File: src/rtl/regfile_pkg.sv
// Shared constants and types for the register file.
// Configuration macro used elsewhere: REGFILE_WRITE_BYPASS_EN (same-cycle write forwarding).
package regfile_pkg;

   localparam int unsigned DATA_W   = 32;
   localparam int unsigned NUM_REGS = 32;
   localparam int unsigned ADDR_W   = $clog2(NUM_REGS);
   localparam int unsigned ZERO_REG = 0;

   typedef logic [ADDR_W-1:0] reg_idx_t;
   typedef logic [DATA_W-1:0] reg_data_t;

endpackage

File: src/rtl/regfile_if.sv
// Write/read bus between the pipeline stages and the register file.
// Master is the pipeline side; slave is the register file.
interface regfile_if;
   import regfile_pkg::*;

   logic        ctrl_writeEnable;
   reg_idx_t    ctrl_writeReg;
   reg_data_t   data_writeReg;
   reg_idx_t    ctrl_readRegA;
   reg_idx_t    ctrl_readRegB;
   reg_data_t   data_readRegA;
   reg_data_t   data_readRegB;
   logic [15:0] write_count;

   modport master (
      output ctrl_writeEnable, ctrl_writeReg, data_writeReg, ctrl_readRegA, ctrl_readRegB,
      input  data_readRegA, data_readRegB, write_count
   );

   modport slave (
      input  ctrl_writeEnable, ctrl_writeReg, data_writeReg, ctrl_readRegA, ctrl_readRegB,
      output data_readRegA, data_readRegB, write_count
   );

endinterface

File: src/rtl/regfile_core_reg_32.sv
// Single architectural register with asynchronous active-high clear and load enable.
module reg_32
   import regfile_pkg::*;
(
   input  logic      clock,
   input  logic      ctrl_reset,
   input  logic      en,
   input  reg_data_t d,
   output reg_data_t q
);

   always_ff @(posedge clock or posedge ctrl_reset) begin
      if (ctrl_reset) begin
         q <= '0;
      end else if (en) begin
         q <= d;
      end
   end

endmodule

File: src/rtl/regfile_core.sv
// 32x32 register file: one write port, two combinational read ports, r0 hardwired to 0.
// Define REGFILE_WRITE_BYPASS_EN to forward same-cycle write data onto the read ports.
module regfile_core
   import regfile_pkg::*;
(
   input logic      clock,
   input logic      ctrl_reset,
   regfile_if.slave bus
);

   reg_data_t          regs [NUM_REGS];
   logic [NUM_REGS-1:1] reg_en;
   logic               write_commit;
   reg_data_t          read_a;
   reg_data_t          read_b;
   logic [15:0]        count;

   assign write_commit = bus.ctrl_writeEnable && (bus.ctrl_writeReg != reg_idx_t'(ZERO_REG));

   assign regs[0] = '0;

   // One-hot write decode; index 0 has no storage so it can never be enabled.
   for (genvar i = 1; i < NUM_REGS; i++) begin : g_regs
      assign reg_en[i] = write_commit && (bus.ctrl_writeReg == reg_idx_t'(i));

      reg_32 u_reg (
         .clock      (clock),
         .ctrl_reset (ctrl_reset),
         .en         (reg_en[i]),
         .d          (bus.data_writeReg),
         .q          (regs[i])
      );
   end

   always_ff @(posedge clock or posedge ctrl_reset) begin
      if (ctrl_reset) begin
         count <= '0;
      end else if (write_commit) begin
         count <= count + 16'd1;
      end
   end

   // write_commit already excludes index 0, so the bypass can never expose data on r0.
   always_comb begin
      read_a = regs[bus.ctrl_readRegA];
      read_b = regs[bus.ctrl_readRegB];
`ifdef REGFILE_WRITE_BYPASS_EN
      if (write_commit && (bus.ctrl_readRegA == bus.ctrl_writeReg)) begin
         read_a = bus.data_writeReg;
      end
      if (write_commit && (bus.ctrl_readRegB == bus.ctrl_writeReg)) begin
         read_b = bus.data_writeReg;
      end
`else
`endif
   end

   assign bus.data_readRegA = read_a;
   assign bus.data_readRegB = read_b;
   assign bus.write_count   = count;

endmodule

File: src/flat_wrapper.sv
// flat-port wrapper written by rule: the top's interface ports become plain ports
module regfile_core_flat import regfile_pkg::*;
  (clock, ctrl_reset, bus_ctrl_writeEnable, bus_ctrl_writeReg, bus_data_writeReg, bus_ctrl_readRegA, bus_ctrl_readRegB, bus_data_readRegA, bus_data_readRegB, bus_write_count);
  regfile_if bus_i ();
  input logic clock;
  input logic ctrl_reset;
  input wire logic [$bits(bus_i.ctrl_writeEnable)-1:0] bus_ctrl_writeEnable;
  input wire logic [$bits(bus_i.ctrl_writeReg)-1:0] bus_ctrl_writeReg;
  input wire logic [$bits(bus_i.data_writeReg)-1:0] bus_data_writeReg;
  input wire logic [$bits(bus_i.ctrl_readRegA)-1:0] bus_ctrl_readRegA;
  input wire logic [$bits(bus_i.ctrl_readRegB)-1:0] bus_ctrl_readRegB;
  output wire logic [$bits(bus_i.data_readRegA)-1:0] bus_data_readRegA;
  output wire logic [$bits(bus_i.data_readRegB)-1:0] bus_data_readRegB;
  output wire logic [$bits(bus_i.write_count)-1:0] bus_write_count;
  assign bus_i.ctrl_writeEnable = bus_ctrl_writeEnable;
  assign bus_i.ctrl_writeReg = bus_ctrl_writeReg;
  assign bus_i.data_writeReg = bus_data_writeReg;
  assign bus_i.ctrl_readRegA = bus_ctrl_readRegA;
  assign bus_i.ctrl_readRegB = bus_ctrl_readRegB;
  assign bus_data_readRegA = bus_i.data_readRegA;
  assign bus_data_readRegB = bus_i.data_readRegB;
  assign bus_write_count = bus_i.write_count;
  regfile_core u_core (.clock(clock), .ctrl_reset(ctrl_reset), .bus(bus_i));
endmodule
File: config.mk
export PLATFORM = sky130hd
export DESIGN_NAME = regfile_core_flat
export DESIGN_NICKNAME = d
export VERILOG_FILES = /design/src/rtl/regfile_pkg.sv /design/src/rtl/regfile_if.sv /design/src/rtl/regfile_core_reg_32.sv /design/src/rtl/regfile_core.sv /design/src/flat_wrapper.sv
export SDC_FILE = /design/constraint.sdc
export NUM_CORES = 2
export LEC_CHECK = 0
export ABC_AREA = 1
export ABC_CLOCK_PERIOD_IN_PS = 54800
export CORE_ASPECT_RATIO = 1.75
export CORE_MARGIN = 4
export CORE_UTILIZATION = 23
export CTS_CLUSTER_SIZE = 12
export DETAILED_ROUTE_END_ITERATION = 8
export PLACE_DENSITY_LB_ADDON = 0.05
export SETUP_SLACK_MARGIN = 0.2
export SYNTH_ARGS = -nofsm -noshare
export SYNTH_HDL_FRONTEND = slang
export SYNTH_SLANG_ARGS = --single-unit
File: constraint.sdc
create_clock -name clock -period 54.8 [get_ports clock]
set_clock_uncertainty 0.1 [all_clocks]
set_input_delay 10.96 -clock clock [delete_from_list [all_inputs] [get_ports clock]]
set_output_delay 10.96 -clock clock [all_outputs]
set_load 0.05 [all_outputs]
==> metrics.md <==
| Metric | Value |
|---|---|
| Outcome | completed |
| Post-Place Cells | between 10000 and 15000 |
| Period utilisation layout | between 50% and 60% |
| Placed cell area | around 61000 sq um |
| Worst Reg2Reg Path Length in Cells | 5 |
| Sequential Power Share | between 40% and 50% |
| RSZ-0062 raised after global routing | false |
| Core area | approximately 250000 sq um |
| Worst-path clk slew | 0.06 ns |
| Worst Hold Path Cells | 2 |
| First-pass GRT wire length | between 400000 and 500000 um |
| Die X | 384.4 um |
| Drt wl/cell | about 26 um |
| Worst slew pin tran | around 1.2 ns |
| CP Cell Sequence | buf_8 -> buf_4 -> buf_12 -> buf_4 -> buf_4 -> nor2_1 -> a21oi_1 -> nand3_1 -> nand3_1 -> nand3_1 -> nand2_1 -> clkdlybuf4s50_1 |
| Crit Path Category | input port to output pin |
| Hold endpoint | u_core.g_regs[15].u_reg.q[1] |
| Worst hold path class | flop to flop |
| Post-route insts no fill | about 11000 |
| CP top delay family | buffers and inverters |
| CP bufs+invs | 6 |
| Top-area cell type share of the netlist area | around 44% |
| Hold Buf Count CTS | 0 |
| Yosys reg bits | between 1000 and 1500 |
| Yosys warns | 0 |
| Fraction of layout cells with a size suffix above 1 | 4.409% |
| Grt ovf | 0 |
| Crit path launch type | input port |
| Skew-Pair Late Insertion Delay | around 0.76 ns |
| Reg2reg end | u_core.bus.write_count[13] |
| Setup violators final | 0 |
| Total Die Area | ~260000 sq um |
| Residual DRC | 0 |
| Root Driver | clkbuf_16 |
| Worst path slowest cell | clkdlybuf4s50_1 |
| Final hold vios | 0 |
| Number of global-route vias before repair | 56970 |
| Pre-CTS WS | 27.41 ns |
| Worst Setup End Kind | output pin |
| CP max FO | 156 |
| Int Pwr | around 1.5 mW |
| DP HPWL | 153400 um |
| Slowest cell delay on critical path | ~0.90 ns |
| Design Area, Final | between 60000 and 70000 sq um |
| Area leader, netlist | dfrtp_1 |
| Initial antenna violation count | 6 |
| Min cycle time layout | roughly 27 ns |
| Syn Area/Cell | 6.777 sq um |
| PwrDens | about 36 nW/um^2 |
| Max-cap viol count | 0 |
| CTS max path bufs | 3 |
| Slew HR | about a fifth |
| Total negative slack | 0 ns |
| PostCTS Resize Cnt | 0 |
| Synth Cell Area | around 57000 sq um |
| CTS Buf Count | ~120 |
| Initial core utilization | between 20% and 30% |
| Final setup margin | 27.33 ns |
| Die H | between 600 and 700 um |
| Reg-to-reg slack, setup | approximately 53 ns |
| Via count | ~56000 |
| Worst endpoint required time | about 44 ns |
| VDD IR max | approximately 0.000028 V |
| Logic pwr share | 22.1% |
| Final Util | around a quarter |
| PortBufs | 129 |
| DRT Pass-1 Iters | 8 |
| Final Routed Wirelength | ~300000 um |
| Seq/Total Area, Yosys | between 40 and 50% |
| Antenna-violating nets left | 0 |
| Clock power frac | 35.7% |
| Row cnt | between 200 and 250 |
| Leakage power total | between 30 and 40 nW |
| Sw Share | 34.67% |
| Hold_sp | u_core.g_regs[15].u_reg.q[1] |
| Vias per inst | 4.932 |
| Num Clock Sinks | between 1000 and 1500 |
| Maximum clock frequency | roughly 36 MHz |
| First-iteration detailed-routing DRC count | 4862 |
| Net Count, Synth | approximately 8500 |
| Top-Level Pins | 130 |
| Setup Fix Bufs, Post-CTS | 0 |
| Area growth from synthesis to layout | 13.59% |
| Placer Congestion | between 0.7 and 0.8 |
| R2r startpoint | u_core.bus.write_count[4] |
| Overall Global Routing Usage | ~23% |
| Fin. max-slew vios | 0 |
| Netlist cell types | 25 |
| Htree depth | 3 |
| Top cells by area, synth | dfrtp_1 44%, nand2_1 19%, nand3_1 14% |
| Synth Instances | ~8400 |
| CTS tree | built |
| Net Sw Power | 0.8077 mW |
| Maximum number of pins on one net before global-route repair | 157 |
| Worst EP arrival | ~16 ns |
| Nets | 8120 |
==> worst register-to-register path, cell delays in order (launching register included) <==
cell     delay, ns
dfrtp_1       0.45
inv_1         0.10
nor3_1        0.48
nand3_1       0.22
o21ai_0       0.19
nand2_1       0.07
==> layer usage <==
layer	part of all wire, %	global-route usage [%]	vias to the layer above
met5	0	0	-
met4	2.9	6.231	0
met3	3.9	2.052	335
met2	49	39.67	1600
met1	44	29.35	28250
li1	-	-	26270
==> power by group through the flow <==
stage	combinational (mW)	clock (mW)	sequential, mW
2_1_floorplan	0.357	0	0.979
6_report	0.515	0.833	0.982
5_1_grt	0.589	0.887	1.00
3_5_place_dp	0.521	0	0.993
3_3_place_gp	0.517	0	0.992
4_1_cts	0.522	0.864	0.981
==> worst max-delay path by stage <==
| stage | slack, ns | end | depth (start not counted) | startpoint |
|---|---|---|---|---|
| detailed placement | 27.41 | bus_data_readRegB[18] | 12 | bus_ctrl_readRegB[0] |
| CTS | 27.40 | bus_data_readRegB[18] | 12 | bus_ctrl_readRegB[0] |
| finish | 27.33 | bus_data_readRegB[18] | 12 | bus_ctrl_readRegB[0] |
| floorplan | 15.38 | u_core.bus.write_count[0] | 1 | ctrl_reset |
| global placement | 27.37 | bus_data_readRegB[18] | 12 | bus_ctrl_readRegB[0] |
| global route | 27.12 | bus_data_readRegB[18] | 12 | bus_ctrl_readRegB[0] |
==> cell type report <==
type / instances / area (sq um)
timing repair buffer: 239 / 2230
inverter: 640 / 2467
clock inverter: 41 / 485.5
antenna: 1 / 2.502
fill: 27690 / 181900
tap: 3280 / 4104
multi-input combinational: 6063 / 26840
clock buffer: 175 / 3436
sequential: 1008 / 25220
==> stage by stage <==
step	power (mW)	hold WS [ns]
finish	2.330	0.3826
floorplan	1.336	0.3530
CTS	2.367	0.3876
global route	2.476	0.3991
detailed placement	1.513	0.3724
global placement	1.509	0.3663
==> synth_stat cells <==
cell      instances
xnor2_1           6
o21ai_1          18
buf_2           113
clkbuf_1        527
ha_1              1
o21ai_0         947
nand2_2           5
nor2_1          271
o21a_1           31
dfrtp_1        1008
buf_6             1
a21oi_1         256
nand3_1        1547
nand2_1        2947
inv_1           635
nor2_4            2
nand3_2          10
nand4_1           4
inv_2             4
nor2_2            3
nor3_1            2
buf_1            64
clkinv_1          1
nand3_4           7
xor2_1            6
==> registers in the layout (all words and copies together) (netlist names) <==
name,count
u_core.g_regs.u_reg.q,992
u_core.bus.write_count,16
==> cell families (layout without fill, tap and decap cells) <==
logic type      count (synthesis)  after routing  share of synthesized area [%]
buf+inv                      1345           1095                          9.113
simple gates                 4798           4798                          35.33
xor+xnor                       12             12                         0.1843
other cells                     0              1                              0
flops                        1008           1008                          44.23
fa+ha+maj                       1              1                        0.02193
compound gates               1252           1252                          11.12
==> placed cells by master, fill, tap and decap left out, types with 3 or more instances in the layout <==
cell / count
bufinv_16: 8
inv_6: 4
clkbuf_16: 117
inv_8: 7
xor2_1: 6
nand2_4: 6
clkdlybuf4s50_1: 119
nand2_1: 2944
a21oi_1: 256
nor2_1: 268
clkbuf_8: 31
buf_4: 105
inv_1: 626
xnor2_1: 6
nand4_1: 4
buf_12: 7
o21ai_1: 18
dfrtp_1: 1008
clkbuf_1: 29
nand3_1: 1540
buf_8: 4
o21a_1: 31
nor2_2: 3
clkinv_2: 23
nand3_4: 24
nor2_4: 5
clkinv_8: 4
o21ai_0: 947
clkinvlp_4: 5
Note: power is estimated with default switching activity, not from simulation.
